**src/rtl/led_ctrl_pkg.sv**
```systemverilog
// Shared definitions for the LED pattern controller: mode encodings,
// LED bank width and the prescaler/debounce counter width.
package led_ctrl_pkg;

    localparam int LED_W   = 4;
    localparam int PRESC_W = 24;

    typedef enum logic [1:0] {
        MODE_COUNT  = 2'd0,
        MODE_SHIFT  = 2'd1,
        MODE_BOUNCE = 2'd2,
        MODE_HOLD   = 2'd3
    } mode_t;

    function automatic mode_t next_mode(input mode_t m);
        case (m)
            MODE_COUNT:  return MODE_SHIFT;
            MODE_SHIFT:  return MODE_BOUNCE;
            MODE_BOUNCE: return MODE_HOLD;
            default:     return MODE_COUNT;
        endcase
    endfunction

endpackage

```
**src/rtl/button_debouncer.sv**
```systemverilog
// Synchronises and debounces one active-low push-button and emits a
// single-cycle pulse when a stable press is accepted.
module button_debouncer
    import led_ctrl_pkg::*;
#(
    parameter int DEBOUNCE = 120_000
) (
    input  logic clk,
    input  logic rst,
    input  logic btn_n,
    output logic press
);

    localparam logic [PRESC_W-1:0] LAST = PRESC_W'(DEBOUNCE - 1);

    logic               sync1;
    logic               sync2;
    logic               stable;
    logic [PRESC_W-1:0] cnt;

    // The stable value flips on the edge where the counter would reach DEBOUNCE
    always_ff @(posedge clk or posedge rst) begin
        if (rst) begin
            sync1  <= 1'b1;
            sync2  <= 1'b1;
            stable <= 1'b1;
            cnt    <= '0;
            press  <= 1'b0;
        end else begin
            sync1 <= btn_n;
            sync2 <= sync1;
            press <= 1'b0;
            if (sync2 == stable) begin
                cnt <= '0;
            end else if (cnt == LAST) begin
                stable <= sync2;
                cnt    <= '0;
                press  <= ~sync2;
            end else begin
                cnt <= cnt + 1'b1;
            end
        end
    end

endmodule

```
**src/rtl/led_pattern_controller.sv**
```systemverilog
// 4-LED pattern sequencer: prescaled step tick, mode/speed selection from
// two debounced buttons, and per-mode LED next-state logic.
module led_pattern_controller
    import led_ctrl_pkg::*;
#(
    parameter int BASE_PERIOD = 12_000_000,
    parameter int DEBOUNCE    = 120_000
) (
    input  logic             clk,
    input  logic             rst,
    input  logic             btn_mode_n,
    input  logic             btn_speed_n,
    output logic [LED_W-1:0] led,
    output logic [1:0]       mode,
    output logic [1:0]       speed,
    output logic             tick
);

    localparam logic [PRESC_W-1:0] BASE = PRESC_W'(BASE_PERIOD);

    logic               press_mode;
    logic               press_speed;
    logic               any_press;
    logic               at_tc;
    logic               step;
    logic [PRESC_W-1:0] tc;
    logic [PRESC_W-1:0] presc;
    mode_t              cur_mode;
    mode_t              new_mode;
    logic               dir_up;
    logic [LED_W-1:0]   led_step;
    logic               dir_step;

    button_debouncer #(.DEBOUNCE(DEBOUNCE)) u_mode_btn (
        .clk   (clk),
        .rst   (rst),
        .btn_n (btn_mode_n),
        .press (press_mode)
    );

    button_debouncer #(.DEBOUNCE(DEBOUNCE)) u_speed_btn (
        .clk   (clk),
        .rst   (rst),
        .btn_n (btn_speed_n),
        .press (press_speed)
    );

    assign mode = cur_mode;

    // A press on the terminal-count cycle swallows that step entirely
    always_comb begin
        tc        = (BASE >> speed) - 1'b1;
        any_press = press_mode | press_speed;
        at_tc     = (presc == tc);
        step      = at_tc && !any_press;
        new_mode  = next_mode(cur_mode);
    end

    always_comb begin
        led_step = led;
        dir_step = dir_up;
        case (cur_mode)
            MODE_COUNT: led_step = led + 1'b1;
            MODE_SHIFT: led_step = {led[LED_W-2:0], led[LED_W-1]};
            MODE_BOUNCE: begin
                if (dir_up) begin
                    led_step = {led[LED_W-2:0], 1'b0};
                    if (led == 4'b0100) begin
                        dir_step = 1'b0;
                    end
                end else begin
                    led_step = {1'b0, led[LED_W-1:1]};
                    if (led == 4'b0010) begin
                        dir_step = 1'b1;
                    end
                end
            end
            default: led_step = led;
        endcase
    end

    always_ff @(posedge clk or posedge rst) begin
        if (rst) begin
            presc    <= '0;
            cur_mode <= MODE_COUNT;
            speed    <= 2'd0;
            led      <= '0;
            dir_up   <= 1'b1;
            tick     <= 1'b0;
        end else begin
            tick <= step;
            if (any_press) begin
                presc <= '0;
                if (press_mode) begin
                    cur_mode <= new_mode;
                    case (new_mode)
                        MODE_COUNT: led <= 4'b0000;
                        MODE_SHIFT: led <= 4'b0001;
                        MODE_BOUNCE: begin
                            led    <= 4'b0001;
                            dir_up <= 1'b1;
                        end
                        default: led <= led;
                    endcase
                end
                if (press_speed) begin
                    speed <= speed + 1'b1;
                end
            end else if (at_tc) begin
                presc  <= '0;
                led    <= led_step;
                dir_up <= dir_step;
            end else begin
                presc <= presc + 1'b1;
            end
        end
    end

endmodule

```
**config.mk**
```make
export PLATFORM = sky130hd
export DESIGN_NAME = led_pattern_controller
export DESIGN_NICKNAME = d
export VERILOG_FILES = /design/src/rtl/led_ctrl_pkg.sv /design/src/rtl/button_debouncer.sv /design/src/rtl/led_pattern_controller.sv
export SDC_FILE = /design/constraint.sdc
export NUM_CORES = 1
export LEC_CHECK = 0
export ABC_AREA = 1
export CAP_MARGIN = 10
export CORE_MARGIN = 4
export CORE_UTILIZATION = 55
export CTS_BUF_LIST = sky130_fd_sc_hd__clkbuf_2 sky130_fd_sc_hd__clkbuf_4 sky130_fd_sc_hd__clkbuf_8
export CTS_CLUSTER_SIZE = 20
export DETAILED_ROUTE_END_ITERATION = 7
export DONT_BUFFER_PORTS = 1
export HOLD_SLACK_MARGIN = 0.02
export PLACE_DENSITY = 0.7
export SYNTH_ARGS = -nofsm -noshare
export SYNTH_HDL_FRONTEND = slang
export SYNTH_SLANG_ARGS = --single-unit
```
**constraint.sdc**
```tcl
create_clock -name clk -period 3.4 [get_ports clk]
set_clock_uncertainty 0.15 [all_clocks]
set_input_delay 0.17 -clock clk [delete_from_list [all_inputs] [get_ports clk]]
set_output_delay 0.17 -clock clk [all_outputs]
set_load 0.01 [all_outputs]
```
* After elaboration in Yosys (flattened, before gate mapping) *
Index checks and enable logic that the tools add are counted.

operators by class
  $add $sub $neg = 6
  eq/ne operators = 14
  shift-type cells = 1
  muxes and demuxes = 25
  bitwise operators = 5
  reductions and logical operators = 14

operators with widths
  operator                 number
  $mux W24                 6
  $add A24 B1 Y24 const B  3
  $eq A24 B17 Y1 const B   2
  $eq A24 B24 Y1           1
  $shr A24 B2 Y24 const A  1
  $sub A24 B1 Y24 const B  1
  $mux W4                  4
  $mux W1                  12
  $pmux W4 S3              1
  $pmux W4 S2              1
  $reduce_and A2 Y1        4
  $reduce_and A4 Y1        2
  $pmux W2 S3              1
  $add A4 B1 Y4 const B    1
  $eq A2 B1 Y1 const B     2
  $eq A2 B2 Y1 const B     2
  $eq A4 B2 Y1 const B     1
  $eq A4 B3 Y1 const B     1
  $logic_not A2 Y1         2
  $ne A2 B1 Y1 const B     2
  $not A1 Y1               4
  $reduce_bool A2 Y1       2
  $reduce_bool A4 Y1       1
  $ne A3 B2 Y1 const B     1
  6 further kinds          7

word-level totals
  register bits = 90
  bits of input ports = 4
  output and inout port bits = 9
  word-level logic and storage cells = 81

* Longest topological paths before layout *
  depth in word-level cells = 7
  gate-level depth with buffers = 16
  depth with buffers taken out = 15

* Modules after synthesis *
Synthesis repeated with hierarchy kept, for this count alone.

unflattened totals
  cells, all modules = 827
  area, all modules = 6,062.1 µm²

by module, submodules not included
  module                  times used  cells an instance  area an instance (µm²)  sequential area each (µm²)
  button_debouncer        2           229                1,707.9                 704.4
  led_pattern_controller  1           369                2,646.3                 852.1

* Worst setup path after synthesis *
Ideal clock, no wire load.

  path kind = register to register
  start point = reg speed[1]
  end point = reg presc[22]
  setup time = 119 ps
  arrival time = 2,012 ps
  required time = 3,131 ps
  path slack = 1,120 ps
  cell stages (with the launch flop) = 16
  buffers on the path = 2
  period minus slack after synthesis = 2,280 ps
  path through = dfrtp_1 -> inv_1 -> ha_1 -> buf_2 -> inv_2 -> nand2_1 -> nand2_1 -> nand2_1 -> nand2_1 -> inv_1 -> nor2_1 -> nand2_2 -> nand2_4 -> buf_8 -> nor2_1 -> o21a_1

between the ends
  word-level cells in the longest chain between the ends = 5

ends and longest elaborated chain
  item                      line                           RTL
  start: declaration        led_pattern_controller.sv:15   output logic [1:0] speed,
  start signal: assignment  led_pattern_controller.sv:107  speed <= speed + 1'b1;
  $shr A24 B2 Y24           led_pattern_controller.sv:52   tc = (BASE >> speed) - 1'b1;
  $sub A24 B1 Y24           led_pattern_controller.sv:52
  $eq A24 B24 Y1            led_pattern_controller.sv:54   at_tc = (presc == tc);
  $mux W24                  led_pattern_controller.sv:109  end else if (at_tc) begin
  $mux W24                  led_pattern_controller.sv:92   if (any_press) begin
  end signal: assignment    led_pattern_controller.sv:114  presc <= presc + 1'b1;
  end: declaration          led_pattern_controller.sv:27   logic [PRESC_W-1:0] presc;

Every way passes these cells.
A chain may end at the register's enable or synchronous reset.

* Final worst setup path *
  start point = reg speed[1]
  end point = reg led[1]

between the ends
  word-level cells in the longest chain between the ends = 5

ends and longest elaborated chain
  item                          line                           RTL
  $shr A24 B2 Y24               led_pattern_controller.sv:52
  $sub A24 B1 Y24               led_pattern_controller.sv:52
  $eq A24 B24 Y1                led_pattern_controller.sv:54
  $reduce_bool A2 Y1 (no line)  --
  $reduce_and A4 Y1 (no line)   --
  end signal: assignment        led_pattern_controller.sv:103  default: led <= led;
  end signal: assignment        led_pattern_controller.sv:111  led <= led_step;
  end: declaration              led_pattern_controller.sv:13   output logic [LED_W-1:0] led,

Every way passes these cells.

==> results.md <==
* Die Height at 109 µm
* WL/cell at about 14 µm
* TritonCTS clock tree: yes
* Most instantiated library cell after synthesis: nand2_1
* Period utilisation layout at 0.819
* Post-synth ARST share at 1.00
* Post-CTS Setup Inserts at 0
* Yosys top cell area share at 0.369
* Worst EP required at about 3.5 ns
* HPWL after DPL at 9630 µm
* Pwr per Cell Area at approximately 330 nW/µm²
* ANT nets after route at 0
* DR iter-0 viols at 360
* Status: finished clean
* Relative slew slack at 0.386
* Largest net degree at the start of global routing at 75
* Post-CTS Resized at 0
* Worst Setup End Kind: flop
* Dominant cells by area after synthesis: dfrtp_1, nand2_1, nor2_1
* Proportion of layout cells with a drive suffix above 1 at 0.0687
* Max cap viols at 0
* Worst Hold Class: input pin to flop
* Clock sink total at 90
* Area of the die at around 12000 µm²
* Number of synthesized flops with an enable pin at 0
* Residual DRC at 0
* Synth Flop Type: dfrtp_1
* Syn_nets at 785
* Hold Crit Depth at 1
* Final hold violations at 0
* Num CTS Buffers at 9
* Worst slack at placement at roughly 0.67 ns
* Post-Syn Area at 5630 µm²
* Mapped Cells at between 700 and 800
* Syn_area_per_cell at 7.38 µm²
* Clock latency on the worst-skew pair at ~0.37 ns
* GRT Overall Usage at 0.235
* Setup TNS at 0 ns
* Pins Over Slew Limit at 0
* Fin Hold WS at roughly 0.19 ns
* Core area at about 9900 µm²
* Initial antenna violation count at 0
* Worst r2r path cells at 14
* Top cells by count, synth: nand2_1, nor2_1, inv_1
* Achievable Freq at around 0.36 GHz
* Synth Warn # at 0
* Setup crit start kind: flop
* Layout Utilization at 0.607
* Grt total ovfl at 0
* Largest fanout on the critical path at 21
* Final setup margin at 0.615 ns
* Drt total wl at around 13000 µm
* Synth unique cells at 38
* Fin crit period at between 2 and 3 ns
* First-pass GRT wire length at about 22000 µm
* Die span in x at roughly 110 µm
* Final Power at roughly 0.0020 W
* Io pins at 13
* Worst EP arrival at 2.90 ns
* Worst Tran Pin Value at roughly 0.92 ns
* H-tree lvl count at 3
* Initial Utilization at 0.571
* Post-synthesis sequential area ratio at 0.402
* Vias in the first global route at about 4800
* Routability cong. at about 0.95
* Ant. Diodes at 0
* PortBufs at 0
* Clock Path Buffers at 2
* Final setup vio count at 0
* RSZ-0062 raised after global routing: no
* Area growth, synth to finish at 6.45%
* CTS clock-pin slew for the worst setup and hold paths at 0.10 ns
* Num rows at 36
* DR pass1 iterations at 5
* Via count at approximately 5000
* Fin nets at slightly below 800
* Critical path class: flop to flop
* VDD IR max at 0.169 mV
* Static leakage at 2.65 nW
* Root Driver: clkbuf_8
* Yosys top cell by area: dfrtp_1
* Yosys reg bits at 90
* Vias per cell at roughly 5.5
-- report_power, final --
group	internal, W	switching [W]	total [W]
Sequential	0.00108	0.00000730	0.00109
Combinational	0.0000108	0.0000402	0.0000510
Clock	0.000420	0.000398	0.000819
-- critical path, stage by stage, from the launching register on --
cell and delay [ns]:
dfrtp_1 0.62, inv_1 0.21, ha_1 0.42, inv_2 0.09, nand2_1 0.06, nand2_1 0.07
nand2_1 0.05, nand2_1 0.08, inv_1 0.04, nor2_1 0.16, nand2_2 0.15, nand2_4 0.23
nand3_1 0.19, nand2_1 0.11, nand2_1 0.05
-- repair_timing --
| item | in CTS | in global routing |
|---|---|---|
| hold buffers | 3 | 0 |
| hold endpoints to repair | 68 | 0 |
| endpoints found under the setup margin | 0 | 0 |
-- cell usage in the layout, fill, tap and decap left out, types with 2 or more instances in the layout --
cell type      netlist  layout
nand2_1            157     157
nor2_1             132     132
inv_1               96      95
dfrtp_1             83      83
nor3_1              45      45
nand3_1             43      43
xor2_1              30      30
nand4_1             28      28
a21oi_1             22      22
ha_1                18      18
nor4_1              15      15
xnor2_1             15      15
o21ai_0             11      11
clkbuf_8             0       9
nor2_2               8       8
dfstp_2              7       7
nor3b_1              6       6
inv_2                5       5
nor3_2               4       4
o211ai_1             4       4
or2_2                3       3
nand3b_1             3       3
dlygate4sd3_1        0       3
nand3_2              2       2
o21ai_1              2       2
a31oi_1              2       2
nand2_2              2       2
clkinv_4             0       2
bufinv_16            0       2
inv_6                0       2
buf_4                3       2
-- flip-flops by register name, indices dropped and copies added, names as in the netlist, 2 cells and up --
| name | count |
|---|---|
| mode | 2 |
| speed | 2 |
| u_mode_btn.cnt | 24 |
| u_speed_btn.cnt | 24 |
| led | 4 |
| presc | 24 |
-- per-layer routing --
metal	routed length, µm	GRT usage	vias to the layer above
li1	-	-	2465
met1	5860	0.318	2304
met2	5980	0.375	152
met3	669	0.0379	30
met4	399	0.100	0
met5	0	0	-
-- per-stage QoR --
stage | instance area, µm² | cells
global route | 5990 | 905
CTS | 5990 | 905
floorplan | 5630 | 763
global placement | 5740 | 886
finish | 5990 | 905
detailed placement | 5740 | 886
-- final timing paths --
| path | start | endpoint | slack [ns] |
|---|---|---|---|
| worst max-delay path | speed[1]$_DFFE_PP0P_ | led[1]$_DFFE_PP0P_ | 0.62 |
| worst min-delay path | btn_mode_n | u_mode_btn.sync1$_DFF_PP1_ | 0.19 |
| worst max register to register | speed[1]$_DFFE_PP0P_ | led[1]$_DFFE_PP0P_ | 0.62 |
| worst min register to register | u_speed_btn.sync1$_DFF_PP1_ | u_speed_btn.sync2$_DFF_PP1_ | 0.20 |
| max in group asynchronous | rst | presc[18]$_DFF_PP0_ | 1.96 |
| min in group asynchronous | rst | led[3]$_DFFE_PP0P_ | 0.33 |
-- cell families after synthesis --
kind of cell               share of synthesized area
AOI/OAI and AO/OA                             0.0425
xor gates and xnor gates                      0.0700
adders and majority gates                     0.0400
buffers and inverters                         0.0807
DFF                                            0.402
and+or+nand+nor                                0.365
-- final cells by class --
cell class              instances  area (µm²)
clock buffers                   9         124
clock inverters                 7         100
fillers                       906        3870
inverters                     101         382
multi-input cells             560        2910
flip-flops and latches         90        2260
well taps                     133         166
repair buffers                  5        45.0
Power figures use the tool's default switching activity.
